File: src/rtl/tictactoe_pkg.sv
// Shared tic-tac-toe definitions: cell encodings, controller states, win-line table
// and small board helpers, used by the board controller and the move selector.
package tictactoe_pkg;

  typedef enum logic [1:0] {
    CPU   = 2'd0,
    HUMAN = 2'd1,
    EMPTY = 2'd2
  } cell_t;

  typedef enum logic [2:0] {
    WAIT_HUMAN,
    CHECK_H,
    WAIT_CPU,
    APPLY_CPU,
    CHECK_C,
    DONE
  } state_t;

  localparam int          NUM_CELLS   = 9;
  localparam logic [3:0]  LAST_CELL   = 4'd8;
  localparam logic [3:0]  FULL_COUNT  = 4'd9;
  localparam logic [17:0] BOARD_EMPTY = {9{2'b10}};

  // Entry l holds the three cell indices of line l as {c2, c1, c0}.
  localparam logic [7:0][11:0] WIN_LINES = {
    {4'd6, 4'd4, 4'd2},
    {4'd8, 4'd4, 4'd0},
    {4'd8, 4'd5, 4'd2},
    {4'd7, 4'd4, 4'd1},
    {4'd6, 4'd3, 4'd0},
    {4'd8, 4'd7, 4'd6},
    {4'd5, 4'd4, 4'd3},
    {4'd2, 4'd1, 4'd0}
  };

  function automatic logic [1:0] cell_at(input logic [17:0] b, input logic [3:0] idx);
    logic [1:0] c;
    c = EMPTY;
    for (int i = 0; i < NUM_CELLS; i++) begin
      if (idx == 4'(i)) c = b[2*i +: 2];
    end
    return c;
  endfunction

  function automatic logic [17:0] set_cell(input logic [17:0] b, input logic [3:0] idx,
                                           input logic [1:0] mark);
    logic [17:0] r;
    r = b;
    for (int i = 0; i < NUM_CELLS; i++) begin
      if (idx == 4'(i)) r[2*i +: 2] = mark;
    end
    return r;
  endfunction

  // Returns 4'hF when no cell is empty; set_cell then leaves the board untouched.
  function automatic logic [3:0] lowest_empty(input logic [17:0] b);
    logic [3:0] r;
    r = 4'hF;
    for (int i = NUM_CELLS - 1; i >= 0; i--) begin
      if (b[2*i +: 2] == EMPTY) r = 4'(i);
    end
    return r;
  endfunction

endpackage

File: src/rtl/game_board_ctrl_if.sv
// Handshake and board bus between the game controller (slave) and the
// player/move-selector side (master).
interface game_board_ctrl_if;
  logic        new_game;
  logic        player_valid;
  logic [3:0]  player_pos;
  logic        player_ready;
  logic [3:0]  cpu_pos;
  logic        cpu_req;
  logic [17:0] board;
  logic        game_over;
  logic [1:0]  winner;
  logic        move_err;
  logic        cpu_fault;

  modport master (
    output new_game, player_valid, player_pos, cpu_pos,
    input  player_ready, cpu_req, board, game_over, winner, move_err, cpu_fault
  );

  modport slave (
    input  new_game, player_valid, player_pos, cpu_pos,
    output player_ready, cpu_req, board, game_over, winner, move_err, cpu_fault
  );
endinterface

File: src/rtl/game_board_ctrl_line_detect.sv
// Combinational detector: high when any of the eight win lines is fully
// occupied by the given mark.
module line_detect
  import tictactoe_pkg::*;
(
  input  logic [17:0] board,
  input  cell_t       mark,
  output logic        o_any_line
);

  always_comb begin
    o_any_line = 1'b0;
    for (int l = 0; l < 8; l++) begin
      if ((cell_at(board, WIN_LINES[l][3:0])  == mark) &&
          (cell_at(board, WIN_LINES[l][7:4])  == mark) &&
          (cell_at(board, WIN_LINES[l][11:8]) == mark))
        o_any_line = 1'b1;
    end
  end

endmodule

File: src/rtl/game_board_ctrl.sv
// Tic-tac-toe board controller: validates human moves, paces the CPU move
// selector, corrects illegal CPU moves and detects win/draw.
module game_board_ctrl
  import tictactoe_pkg::*;
#(
  parameter int CPU_SETTLE = 2,
  parameter bit CPU_FIRST  = 1'b0
) (
  input logic              clock,
  input logic              reset,
  game_board_ctrl_if.slave bus
);

  localparam state_t     START_STATE = (CPU_FIRST == 1'b1) ? WAIT_CPU : WAIT_HUMAN;
  localparam logic [3:0] SETTLE_LOAD = 4'(CPU_SETTLE - 1);

  state_t      r_state;
  logic [17:0] r_board;
  logic [3:0]  r_move_cnt;
  logic [3:0]  r_settle;
  logic [3:0]  r_cpu_pos;
  logic [1:0]  r_winner;
  logic        r_move_err;
  logic        r_cpu_fault;

  logic        w_human_line;
  logic        w_cpu_line;
  logic        w_player_ok;
  logic        w_cpu_ok;
  logic [3:0]  w_lowest_empty;
  logic [3:0]  w_cpu_target;

  function automatic logic [3:0] sat_inc(input logic [3:0] c);
    return (c >= FULL_COUNT) ? FULL_COUNT : c + 4'd1;
  endfunction

  line_detect u_human_line (
    .board      (r_board),
    .mark       (HUMAN),
    .o_any_line (w_human_line)
  );

  line_detect u_cpu_line (
    .board      (r_board),
    .mark       (CPU),
    .o_any_line (w_cpu_line)
  );

  assign w_player_ok    = (bus.player_pos <= LAST_CELL) &&
                          (cell_at(r_board, bus.player_pos) == EMPTY);
  assign w_cpu_ok       = (r_cpu_pos <= LAST_CELL) &&
                          (cell_at(r_board, r_cpu_pos) == EMPTY);
  assign w_lowest_empty = lowest_empty(r_board);
  // An illegal selector answer falls back to the first free cell.
  assign w_cpu_target   = w_cpu_ok ? r_cpu_pos : w_lowest_empty;

  always_ff @(posedge clock or negedge reset) begin
    if (!reset) begin
      r_state     <= START_STATE;
      r_board     <= BOARD_EMPTY;
      r_move_cnt  <= 4'd0;
      r_settle    <= 4'd0;
      r_cpu_pos   <= 4'd0;
      r_winner    <= EMPTY;
      r_move_err  <= 1'b0;
      r_cpu_fault <= 1'b0;
    end else if (bus.new_game) begin
      // Restart wins over any move offered in the same cycle.
      r_state     <= START_STATE;
      r_board     <= BOARD_EMPTY;
      r_move_cnt  <= 4'd0;
      r_settle    <= (CPU_FIRST == 1'b1) ? SETTLE_LOAD : 4'd0;
      r_winner    <= EMPTY;
      r_move_err  <= 1'b0;
      r_cpu_fault <= 1'b0;
    end else begin
      r_move_err <= 1'b0;
      case (r_state)
        WAIT_HUMAN: begin
          if (bus.player_valid) begin
            if (w_player_ok) begin
              r_board    <= set_cell(r_board, bus.player_pos, HUMAN);
              r_move_cnt <= sat_inc(r_move_cnt);
              r_state    <= CHECK_H;
            end else begin
              r_move_err <= 1'b1;
            end
          end
        end
        CHECK_H: begin
          if (w_human_line) begin
            r_winner <= HUMAN;
            r_state  <= DONE;
          end else if (r_move_cnt == FULL_COUNT) begin
            r_winner <= EMPTY;
            r_state  <= DONE;
          end else begin
            r_settle <= SETTLE_LOAD;
            r_state  <= WAIT_CPU;
          end
        end
        WAIT_CPU: begin
          // The selector's answer is only trusted on the last settle cycle.
          if (r_settle == 4'd0) begin
            r_cpu_pos <= bus.cpu_pos;
            r_state   <= APPLY_CPU;
          end else begin
            r_settle <= r_settle - 4'd1;
          end
        end
        APPLY_CPU: begin
          r_board    <= set_cell(r_board, w_cpu_target, CPU);
          r_move_cnt <= sat_inc(r_move_cnt);
          if (!w_cpu_ok) r_cpu_fault <= 1'b1;
          r_state    <= CHECK_C;
        end
        CHECK_C: begin
          if (w_cpu_line) begin
            r_winner <= CPU;
            r_state  <= DONE;
          end else if (r_move_cnt == FULL_COUNT) begin
            r_winner <= EMPTY;
            r_state  <= DONE;
          end else begin
            r_state <= WAIT_HUMAN;
          end
        end
        DONE: begin
          r_state <= DONE;
        end
        default: begin
          r_state <= START_STATE;
        end
      endcase
    end
  end

  assign bus.player_ready = (r_state == WAIT_HUMAN);
  assign bus.cpu_req      = (r_state == WAIT_CPU);
  assign bus.game_over    = (r_state == DONE);
  assign bus.board        = r_board;
  assign bus.winner       = r_winner;
  assign bus.move_err     = r_move_err;
  assign bus.cpu_fault    = r_cpu_fault;

endmodule

File: src/flat_wrapper.sv
// flat-port wrapper written by rule: the top's interface ports become plain ports
module game_board_ctrl_flat import tictactoe_pkg::*;
#(
  parameter int CPU_SETTLE = 2,
  parameter bit CPU_FIRST  = 1'b0
)
  (clock, reset, bus_new_game, bus_player_valid, bus_player_pos, bus_cpu_pos, bus_player_ready, bus_cpu_req, bus_board, bus_game_over, bus_winner, bus_move_err, bus_cpu_fault);
  game_board_ctrl_if bus_i ();
  input logic clock;
  input logic reset;
  input wire logic [$bits(bus_i.new_game)-1:0] bus_new_game;
  input wire logic [$bits(bus_i.player_valid)-1:0] bus_player_valid;
  input wire logic [$bits(bus_i.player_pos)-1:0] bus_player_pos;
  input wire logic [$bits(bus_i.cpu_pos)-1:0] bus_cpu_pos;
  output wire logic [$bits(bus_i.player_ready)-1:0] bus_player_ready;
  output wire logic [$bits(bus_i.cpu_req)-1:0] bus_cpu_req;
  output wire logic [$bits(bus_i.board)-1:0] bus_board;
  output wire logic [$bits(bus_i.game_over)-1:0] bus_game_over;
  output wire logic [$bits(bus_i.winner)-1:0] bus_winner;
  output wire logic [$bits(bus_i.move_err)-1:0] bus_move_err;
  output wire logic [$bits(bus_i.cpu_fault)-1:0] bus_cpu_fault;
  assign bus_i.new_game = bus_new_game;
  assign bus_i.player_valid = bus_player_valid;
  assign bus_i.player_pos = bus_player_pos;
  assign bus_i.cpu_pos = bus_cpu_pos;
  assign bus_player_ready = bus_i.player_ready;
  assign bus_cpu_req = bus_i.cpu_req;
  assign bus_board = bus_i.board;
  assign bus_game_over = bus_i.game_over;
  assign bus_winner = bus_i.winner;
  assign bus_move_err = bus_i.move_err;
  assign bus_cpu_fault = bus_i.cpu_fault;
  game_board_ctrl #(.CPU_SETTLE(CPU_SETTLE), .CPU_FIRST(CPU_FIRST)) u_core (.clock(clock), .reset(reset), .bus(bus_i));
endmodule
File: config.mk
export PLATFORM = sky130hd
export DESIGN_NAME = game_board_ctrl_flat
export DESIGN_NICKNAME = d
export VERILOG_FILES = /design/src/rtl/tictactoe_pkg.sv /design/src/rtl/game_board_ctrl_if.sv /design/src/rtl/game_board_ctrl_line_detect.sv /design/src/rtl/game_board_ctrl.sv /design/src/flat_wrapper.sv
export SDC_FILE = /design/constraint.sdc
export NUM_CORES = 1
export LEC_CHECK = 0
export ABC_AREA = 1
export CAP_MARGIN = 15
export CELL_PAD_IN_SITES_DETAIL_PLACEMENT = 0
export CELL_PAD_IN_SITES_GLOBAL_PLACEMENT = 1
export CORE_MARGIN = 4
export CORE_UTILIZATION = 36
export DETAILED_ROUTE_END_ITERATION = 8
export PLACE_DENSITY_LB_ADDON = 0.1
export SLEW_MARGIN = 20
export SYNTH_ARGS = -nofsm -noshare
export SYNTH_HDL_FRONTEND = slang
export SYNTH_HIERARCHICAL = 1
export SYNTH_SLANG_ARGS = --single-unit
File: constraint.sdc
create_clock -name clock -period 2.1 [get_ports clock]
set_clock_uncertainty 0.1 [all_clocks]
set_input_delay 0.42 -clock clock [delete_from_list [all_inputs] [get_ports clock]]
set_output_delay 0.42 -clock clock [all_outputs]
set_load 0.005 [all_outputs]
==> results.md, run 1 <==
- Residual DRC: 0
- Critical path launch point type: flip-flop
- Most common cell in the netlist: nand2_1
- Reg2reg end: u_core/r_settle[3]$_DFFE_PN0P_
- Ys async rst share: 1.00
- Status: finished, violations left
- Seq cells post-synth: 37
- I/O Pins: 37
- Most used cell along the critical path: inv_2
- Crit Path Category: flip-flop to flip-flop
- RD Place Congestion: between 0.8 and 0.9
- Worst-path fanout max: 5
- Cts bufs inserted: 5
- Worst hold path type: input port to async pin
- Sw power: approximately 3.8 mW
- Main area contributors after synthesis: nand2_1 29%, dfrtp_1 20%, inv_1 9.9%, dfstp_2 7.8%, nor2_1 5.1%
- Post-synth top cells: 255 x nand2_1, 89 x inv_1, 46 x nor2_1
- Die width: around 100 um
- Initial core utilization: 0.378
- Pin count of the biggest net entering global routing: 38
- Clk sinks: 37
- Vias in the first global route: approximately 3,500
- RR Startpoint: u_core/bus.board[17]$_DFFE_PN1P_
- Crit path cell chain: xor2_1 > nor2_2 > nand3_1 > nand2_1 > nor2_1 > nand2_2 > inv_2 > a31oi_4 > a21oi_2 > inv_2 > o21ai_1 > nor3b_2
- Per-cell routed wire length: ~13 um
- Vias: about 3,700
- Worst path slowest cell: dfstp_2
- Die Ht: around 100 um
- Register-to-register path setup slack: -0.04 ns
- H-tree Lvls: 2
- Share of cells above drive strength 1: 0.309
- Sequential Power Share: 0.192
- Final wirelength: ~10,000 um
- Sw Ratio: 0.496
- Dpl hpwl: between 7000 and 8000 um
- Gate power share: 0.737
- Rows: 34
- RSZ-0062 raised after global routing: true
- Area Overhead vs Synth: 43.2%
- Final Util: 0.541
- Crit. End Element: flip-flop
- Antenna diodes: 0
- Final worst setup slack: -0.0387 ns
- Initial DRT Pass Iterations: 4
- Fin crit period: between 2 and 2.5 ns
- Synth top area share: 0.285
- Port Buf Inserts: 36
- Layout Nets: ~700
- Max stage delay on crit path: approximately 0.57 ns
- Core Area: 8890 um^2
- Worst VDD drop: between 0.0008 and 0.0009 V
- Initial antenna violation count: 0
- Seq/Total Area, Yosys: 0.279
- Top FF cell, synth: dfrtp_1
- Hold Vio Cnt, Final: 0
- Worst-path clk slew: ~0.08 ns
- Synthesis warning total: 6
- Setup violators final: 9
- Final Slew Violations: 0
- Pwr dens: approximately 1600 nW/um^2
- Max-cap violations: 0
- Root Buffer: clkbuf_8
- EDFF count, synth: 0
- Period utilization: 1.02
- Violated checks: negative setup slack
- Peak Freq: 468 MHz
- Critical Path AT: between 2 and 2.5 ns
- Wire length of the first global-routing pass: about 16,000 um
- CTS max path bufs: 2
- Post-synthesis cell area: roughly 3400 um^2
- Yosys top cell by area: nand2_1
- Internal: 3.87 mW
- GRT Total Usage: 0.181
- Post-DR vias/cell: roughly 4.7
- Yosys cell types: 38
- Reg2reg path depth: 12
- Iter 0 DRT Violations: 130
- Slew headroom: 0.573
- Later-pin clock latency in the skew report: ~0.30 ns
- Critical path required time: ~2.2 ns
- Mean Syn Cell Area: 5.89 um^2
- Worst-margin pin slew: about 0.64 ns
- Final ANT Viol Nets: 0
- Die ar.: 10,900 um^2
- Total gr overflow: 0
- Clock Power Share: 0.071
- CTS tree: done
- Cells after Synth: between 500 and 600
- Hold WS: ~0.05 ns
- LEAKAGE: around 2.7 nW
-- flip-flops by register name, summed over array words and instances (netlist names) --
signal	count
u_core/bus.board	18
u_core/bus.cpu_fault	1
u_core/bus.move_err	1
u_core/bus.winner	2
u_core/r_cpu_pos	4
u_core/r_move_cnt	4
u_core/r_settle	4
u_core/r_state	3
-- layout make-up --
type / count / area (um^2)
fill: 920 / 4080
inverter: 98 / 378
clock buffer: 6 / 82.6
multi-input combinational: 430 / 2290
timing repair buffer: 117 / 970
tap: 108 / 135
clock inverter: 2 / 13.8
sequential: 37 / 942
-- layout by cell type, fill, tap and decap left out, drive strengths merged, types with 6 or more instances in the layout --
cell type and n:
nor3 10, dfstp 10, nand3 25, buf 82, clkdlybuf4s50 28, inv 97, dfrtp 27, a21oi 11
nor2 65, nand2 267, o21ai 16, clkbuf 6
-- kinds of logic (layout without fill, tap and decap cells) --
logic type,after synthesis,after routing,share of synthesized area
buffers and inverters,106,223,0.136
AO/OA/AOI/OAI,43,43,0.0760
adder cells (fa/ha/maj),4,4,0.0149
XOR/XNOR,9,9,0.0235
AND/OR/NAND/NOR,369,370,0.468
other,2,4,0.00224
flip-flops,37,37,0.279
-- layer usage --
metal / vias to the layer above / GRT usage / wire (um)
met5: - / 0 / 0
met4: 0 / 0.0394 / 124
met3: 13 / 0.0240 / 270
met2: 48 / 0.344 / 5310
met1: 1725 / 0.217 / 4370
li1: 1958 / - / -
-- timing repair --
action / 4_1_cts / 5_1_grt
setup buffers: 4 / 5
pin swaps: 10 / 27
cloned: 0 / 1
resized for setup: 53 / 57
hold buffers: 0 / 0
setup endpoints to repair: 28 / 33
-- worst max-delay path: cells and delay by family, from the launching register on --
kind / cells / cell delay [ns]
and+or+nand+nor: 6 / 0.61
DFF: 1 / 0.57
AOI/OAI and AO/OA: 3 / 0.43
xor gates and xnor gates: 1 / 0.19
buffers and inverters: 2 / 0.17
-- per-stage QoR --
stage / setup WS, ns / std cells / instance area (um^2) / setup TNS, ns / total power [mW]
3_3_place_gp: -0.382 / 780 / 4320 / -7.30 / 6.11
6_report: -0.0387 / 798 / 4810 / -0.136 / 7.67
4_1_cts: -0.00301 / 792 / 4580 / -0.00970 / 7.08
3_5_place_dp: -0.462 / 780 / 4320 / -8.88 / 6.16
5_1_grt: -0.181 / 798 / 4810 / -3.19 / 8.42
2_1_floorplan: 0.0921 / 572 / 3370 / 0 / 4.18
-- power by group through the flow --
stage	Clock (mW)	Sequential, mW	Combinational (mW)
2_1_floorplan	0	1.47	2.70
3_3_place_gp	0	1.42	4.69
3_5_place_dp	0	1.43	4.73
4_1_cts	0.564	1.46	5.06
5_1_grt	0.595	1.53	6.29
6_report	0.542	1.48	5.65
-- worst max-delay path by stage --
| stage | startpoint | to | slack, ns | depth (start not counted) |
|---|---|---|---|---|
| after floorplan | u_core/bus.board[17]$_DFFE_PN1P_ | u_core/bus.board[2]$_DFFE_PN0P_ | 0.09 | 13 |
| after global placement | bus_player_pos[3] | u_core/r_move_cnt[3]$_DFFE_PN0P_ | -0.38 | 17 |
| after detailed placement | bus_player_pos[3] | u_core/r_move_cnt[3]$_DFFE_PN0P_ | -0.46 | 17 |
| after CTS | bus_player_pos[0] | u_core/bus.board[8]$_DFFE_PN0P_ | -0.003 | 17 |
| after global routing | u_core/bus.board[11]$_DFFE_PN1P_ | u_core/bus.board[10]$_DFFE_PN0P_ | -0.18 | 18 |
| final | u_core/bus.board[17]$_DFFE_PN1P_ | u_core/r_settle[3]$_DFFE_PN0P_ | -0.04 | 12 |
No activity file was read; power rests on OpenSTA's default activity.
==> inputs of run 2 (changes only) <==
--- a/config.mk
+++ b/config.mk
@@ -10,11 +10,13 @@
 export CELL_PAD_IN_SITES_DETAIL_PLACEMENT = 0
 export CELL_PAD_IN_SITES_GLOBAL_PLACEMENT = 1
 export CORE_MARGIN = 4
-export CORE_UTILIZATION = 36
+export CORE_UTILIZATION = 40
 export DETAILED_ROUTE_END_ITERATION = 8
-export PLACE_DENSITY_LB_ADDON = 0.1
+export DONT_BUFFER_PORTS = 1
+export PLACE_DENSITY = 0.81
 export SLEW_MARGIN = 20
 export SYNTH_ARGS = -nofsm -noshare
 export SYNTH_HDL_FRONTEND = slang
 export SYNTH_HIERARCHICAL = 1
 export SYNTH_SLANG_ARGS = --single-unit
+export TNS_END_PERCENT = 100
==> run 2 against run 1 <==
Compared with the run above:
- the flow still finishes with violations (negative setup slack)
- sequential share of layout area up 2.0 points
- largest cell class unchanged
- cell count down 8.1%
- register-to-register slack about the same
==> results.md, run 2 (synthesized netlist as in run 1, its figures left out) <==
- Worst-path fanout max: 8
- Initial DRT Pass Iterations: 5
- Antenna diodes: 0
- Max reg flops: 18
- Clk sinks: 37
- Final Slew Violations: 0
- GRT Total Usage: 0.199
- CTS max path bufs: 2
- Period utilization: 1.01
- Pwr dens: between 1500 and 2000 nW/um^2
- Dpl cell area: roughly 3700 um^2
- Register Area: about 940 um^2
- Layout Nets: about 640
- # fillers: a little over 800
- Post-DR vias/cell: 4.86
- Rows: 33
- Slew headroom: 0.581
- Crit. End Element: flip-flop
- RD Place Congestion: roughly 0.87
- Worst-margin pin slew: 0.626 ns
- Initial antenna violation count: 0
- Die ar.: between 9000 and 10,000 um^2
- Initial core utilization: 0.411
- Final ANT Viol Nets: 0
- Max-cap violations: 0
- Per-cell routed wire length: about 14 um
- Hold Path Stages: 1
- Die Ht: approximately 100 um
- Cts bufs inserted: 5
- Pre-CTS setup slack: -0.107 ns
- Final Power: around 7.6 mW
- LEAKAGE: roughly 2.4 nW
- CTS tree: done
- Dpl hpwl: around 7400 um
- Root Buffer: clkbuf_8
- Final wirelength: about 10000 um
- Pin count of the biggest net entering global routing: 38
- Area of the multi-input gates: 2350 um^2
- Later-pin clock latency in the skew report: between 0.2 and 0.3 ns
- Iter 0 DRT Violations: around 170
- Residual DRC: 0
- Most frequent cells in the layout: 219 x nand2_1, 83 x inv_1, 48 x buf_4, 29 x nand2_2, 28 x nor2_1
- H-tree Lvls: 2
- Worst-path clk slew: 0.08 ns
- I/O Pins: 37
- Violated checks: negative setup slack
- Worst hold path type: input port to flip-flop
- Fin area: 4370 um^2
- Wire length of the first global-routing pass: between 15,000 and 20,000 um
- RSZ-0062 raised after global routing: true
- Status: finished, violations left
- Core Area: 8180 um^2
- Critical path required time: approximately 2.2 ns
- Fin crit period: between 2 and 2.5 ns
- Finished Layout Cells: approximately 730
- Share of cells above drive strength 1: 0.298
- Die width: around 100 um
- Setup violators final: 2
- Most common cell after layout, fill and taps aside: nand2_1
- Peak Freq: 471 MHz
- Crit Path Category: flip-flop to flip-flop
- Reg2reg path depth: 13
- Final worst setup slack: -0.0240 ns
- Critical Path AT: between 2 and 2.5 ns
- Port Buf Inserts: 0
- Vias: ~3,600
- Hold Vio Cnt, Final: 0
- Worst VDD drop: 0.00122 V
- Placed cell count: 712
- Area Overhead vs Synth: 30.0%
- Critical path launch point type: flip-flop
- Hold WS: a little over 0.08 ns
- Total gr overflow: 0
- Vias in the first global route: between 3,000 and 4,000
[run 2: changes by cell type in the layout (fill, tap and decap cells not counted), sizes merged]
cell,delta
dlygate4sd3,+1
clkbuf,+1
dlymetal6s2s,-2
bufinv,+1
clkdlybuf4s50,-28
dlygate4sd2,-5
buf,-28
clkinv,-2
[run 2: cell type report]
type | instances | share of cell area
Tap cell | 105 | 0.0301
Inverter | 98 | 0.0865
Clock inverter | 1 | 0.00688
Clock buffer | 7 | 0.0198
Sequential cell | 37 | 0.215
Timing Repair Buffer | 55 | 0.102
Multi-Input combinational cell | 430 | 0.539
[run 2: metal layers]
layer / up-vias / GRT usage / wire length, um
met5: - / 0 / 0
met1: 1614 / 0.243 / 4190
li1: 1830 / - / -
met2: 90 / 0.343 / 4950
met4: 0 / 0.0914 / 427
met3: 31 / 0.0288 / 390
[run 2: worst paths after layout]
kind	startpoint	to	slack (ns)
max in group asynchronous	reset	u_core/bus.board[13]$_DFFE_PN1P_	1.13
worst max-delay path	u_core/bus.board[17]$_DFFE_PN1P_	u_core/bus.board[8]$_DFFE_PN0P_	-0.02
worst min register to register	u_core/r_settle[1]$_DFFE_PN0P_	u_core/r_settle[1]$_DFFE_PN0P_	0.39
worst max register to register	u_core/bus.board[17]$_DFFE_PN1P_	u_core/bus.board[8]$_DFFE_PN0P_	-0.02
min in group asynchronous	reset	u_core/bus.board[16]$_DFFE_PN0P_	0.52
worst min-delay path	bus_new_game	u_core/r_state[0]$_DFFE_PN0P_	0.08
[run 2: stage by stage]
| stage | utilization | setup TNS [ns] |
|---|---|---|
| floorplan | - | 0 |
| global placement | 0.458 | -0.208 |
| detailed placement | 0.458 | -0.402 |
| CTS | 0.483 | -0.00288 |
| global route | 0.534 | -1.69 |
| finish | 0.534 | -0.0385 |
[run 2: power by group]
part	switching, mW	leakage, nW	total, mW	internal, mW
sequential	0.401	0.447	1.50	1.10
clock	0.260	0.0585	0.648	0.387
combinational	3.27	1.86	5.44	2.18
total	3.93	2.37	7.59	3.67
[run 2: repair_timing]
| item | 4_1_cts | 5_1_grt |
|---|---|---|
| hold buffers | 2 | 0 |
| resized for setup | 20 | 94 |
| setup endpoints to repair | 20 | 25 |
| setup buffers | 0 | 11 |
| pin swaps | 8 | 48 |
| cloned | 0 | 1 |
| hold endpoints to repair | 37 | 0 |
[run 2: worst max-delay path, cell delays in order (launching register included)]
cell and delay [ns]:
dfstp_2 0.58, inv_2 0.06, nor2_4 0.11, nand4_1 0.24, nand2_4 0.18, nand2_8 0.10
nand2_4 0.09, nand2_4 0.07, nor2_4 0.13, nand2_1 0.07, nand2_1 0.08, nand2_1 0.08
nand2_1 0.07, nand2_1 0.05
==> inputs of run 3 (changes only) <==
--- a/config.mk
+++ b/config.mk
@@ -11,9 +11,10 @@
 export CELL_PAD_IN_SITES_GLOBAL_PLACEMENT = 1
 export CORE_MARGIN = 4
 export CORE_UTILIZATION = 40
+export CTS_CLUSTER_DIAMETER = 80
 export DETAILED_ROUTE_END_ITERATION = 8
 export DONT_BUFFER_PORTS = 1
-export PLACE_DENSITY = 0.81
+export PLACE_DENSITY = 0.82
 export SLEW_MARGIN = 20
 export SYNTH_ARGS = -nofsm -noshare
 export SYNTH_HDL_FRONTEND = slang
==> run 3 against run 2 <==
Compared with the run above:
- the flow still finishes with violations (negative setup slack)
- global-route usage barely moved
- critical path type unchanged
- design area fell by 2.5%
- cell count fell by 0.82%
- maximum frequency rose by 0.38%
- hold slack got worse by 0.0011 ns
- critical endpoint unchanged
- setup slack improved by 0.0081 ns
- clock-buffer cell count did not move
- via count fell by 0.11%
==> results.md, run 3 (synthesized netlist as in run 1, its figures left out) <==
- Status: finished, violations left
- Violated checks: negative setup slack
- RD Place Congestion: ~0.95
- Later-pin clock latency in the skew report: 0.29 ns
- Post-DR vias/cell: 4.90
- Die ar.: just under 10,000 um^2
- Antenna diodes: 0
- Most common cell after layout, fill and taps aside: nand2_1
- Worst-path fanout max: 4
- Slew headroom: 0.553
- CTS tree: done
- Critical path required time: 2.18 ns
- Residual DRC: 0
- Fin crit period: between 2 and 2.5 ns
- Pwr dens: 1700 nW/um^2
- Hold Vio Cnt, Final: 0
- Initial antenna violation count: 0
- Vias in the first global route: ~3,400
- GRT Total Usage: 0.199
- Per-cell routed wire length: ~14 um
- # fillers: 836
- Setup violators final: 2
- Reg2reg end: u_core/bus.board[8]$_DFFE_PN0P_
- Period utilization: 1.01
- Register-to-register path setup slack: -0.02 ns
- Reg2reg path depth: 11
- Crit Path Category: flip-flop to flip-flop
- Max reg flops: 18
- Final Power: around 7.3 mW
- Initial DRT Pass Iterations: 4
- Rows: 33
- H-tree Lvls: 2
- Cts bufs inserted: 5
- Final worst setup slack: -0.0160 ns
- Clk sinks: 37
- Critical Path AT: 2.20 ns
- Layout Nets: between 600 and 700
- CTS max path bufs: 2
- Most frequent cells in the layout: 226 x nand2_1, 84 x inv_1, 44 x buf_4, 28 x nand2_2, 27 x nor2_1
- Die width: 99.6 um
- Wire length of the first global-routing pass: 16,000 um
- Iter 0 DRT Violations: ~230
- Max-cap violations: 0
- RR Startpoint: u_core/bus.board[17]$_DFFE_PN1P_
- Finished Layout Cells: slightly above 700
- Die Ht: roughly 100 um
- RSZ-0062 raised after global routing: true
- Peak Freq: 473 MHz
- Hold path start: bus_new_game
- Worst-margin pin slew: 0.669 ns
- Port Buf Inserts: 0
- Hold WS: about 0.081 ns
- Dpl hpwl: between 7000 and 8000 um
- Hold Path Stages: 1
- Share of cells above drive strength 1: 0.281
- Worst hold path type: input port to flip-flop
- Final Slew Violations: 0
- Root Buffer: clkbuf_8
- Pre-CTS setup slack: -0.115 ns
- Pin count of the biggest net entering global routing: 38
- Final wirelength: about 10000 um
- Crit. End Element: flip-flop
- Worst-path clk slew: 0.08 ns
- LEAKAGE: 2.33 nW
- Worst VDD drop: between 0.0008 and 0.0009 V
- Vias: roughly 3,600
- Core Area: approximately 8000 um^2
- Total gr overflow: 0
- I/O Pins: 37
- Area Overhead vs Synth: 26.8%
- WHS Endpoint: u_core/r_state[1]$_DFFE_PN0P_
- Placed cell count: 710
- Initial core utilization: 0.411
- Final ANT Viol Nets: 0
- Critical path launch point type: flip-flop
run 3: cell types whose count changed in the layout (fill, tap and decap cells not counted), sizes merged:
cell  change
buf       -6
run 3: timing repair:
| action | in CTS | in global routing |
|---|---|---|
| cloned | 0 | 1 |
| pin swaps | 13 | 30 |
| buffers inserted | 2 | 4 |
| setup endpoints to repair | 18 | 28 |
| gates resized for setup | 36 | 60 |
| hold buffers | 2 | 0 |
| endpoints found under the hold margin | 37 | 0 |
run 3: metrics by stage:
| step | instance area [um^2] | TNS, ns | utilization |
|---|---|---|---|
| 6_report | 4260 | -0.0287 | 0.521 |
| 5_1_grt | 4260 | -1.94 | 0.521 |
| 4_1_cts | 4010 | -0.00133 | 0.490 |
| 3_5_place_dp | 3730 | -1.09 | 0.456 |
| 3_3_place_gp | 3730 | -1.50 | 0.456 |
| 2_1_floorplan | 3370 | 0 | - |
run 3: report_power, final:
group | internal, mW | switching [mW]
Combinational | 2.01 | 3.10
Clock | 0.387 | 0.264
Sequential | 1.10 | 0.397
Total | 3.49 | 3.76
run 3: cell type report:
cell class | count | area, um^2 | share of cell area
Sequential cell | 37 | 941 | 0.221
Clock buffer | 7 | 86.3 | 0.0203
Inverter | 98 | 378 | 0.0887
Clock inverter | 1 | 30.0 | 0.00705
Multi-Input combinational cell | 430 | 2300 | 0.540
Timing Repair Buffer | 49 | 394 | 0.0926
Tap cell | 105 | 131 | 0.0309
run 3: worst max path at each step:
stage	from	endpoint	cells past startpoint
finish	u_core/bus.board[17]$_DFFE_PN1P_	u_core/bus.board[8]$_DFFE_PN0P_	11
global placement	u_core/bus.board[17]$_DFFE_PN1P_	u_core/r_settle[3]$_DFFE_PN0P_	12
detailed placement	bus_player_pos[2]	u_core/bus.board[12]$_DFFE_PN0P_	16
floorplan	u_core/bus.board[17]$_DFFE_PN1P_	u_core/bus.board[2]$_DFFE_PN0P_	13
global route	u_core/r_cpu_pos[0]$_DFFE_PN0P_	u_core/bus.board[6]$_DFFE_PN0P_	18
CTS	u_core/r_cpu_pos[0]$_DFFE_PN0P_	u_core/bus.board[8]$_DFFE_PN0P_	18
run 3: metal layers:
layer | part of all wire | track usage
met1 | 0.44 | 0.249
met2 | 0.50 | 0.348
met3 | 0.044 | 0.0281
met4 | 0.022 | 0.0672
met5 | 0 | 0
run 3: critical path, stage by stage (launching register included):
cell and delay (ns):
dfstp_2 0.59, inv_2 0.07, nor2_4 0.12, nand4_1 0.23, a21oi_1 0.36, a21oi_4 0.07
nor2_4 0.14, nand2_1 0.06, nand2_1 0.08, nand2_2 0.06, nand2_2 0.08, nand2_2 0.05
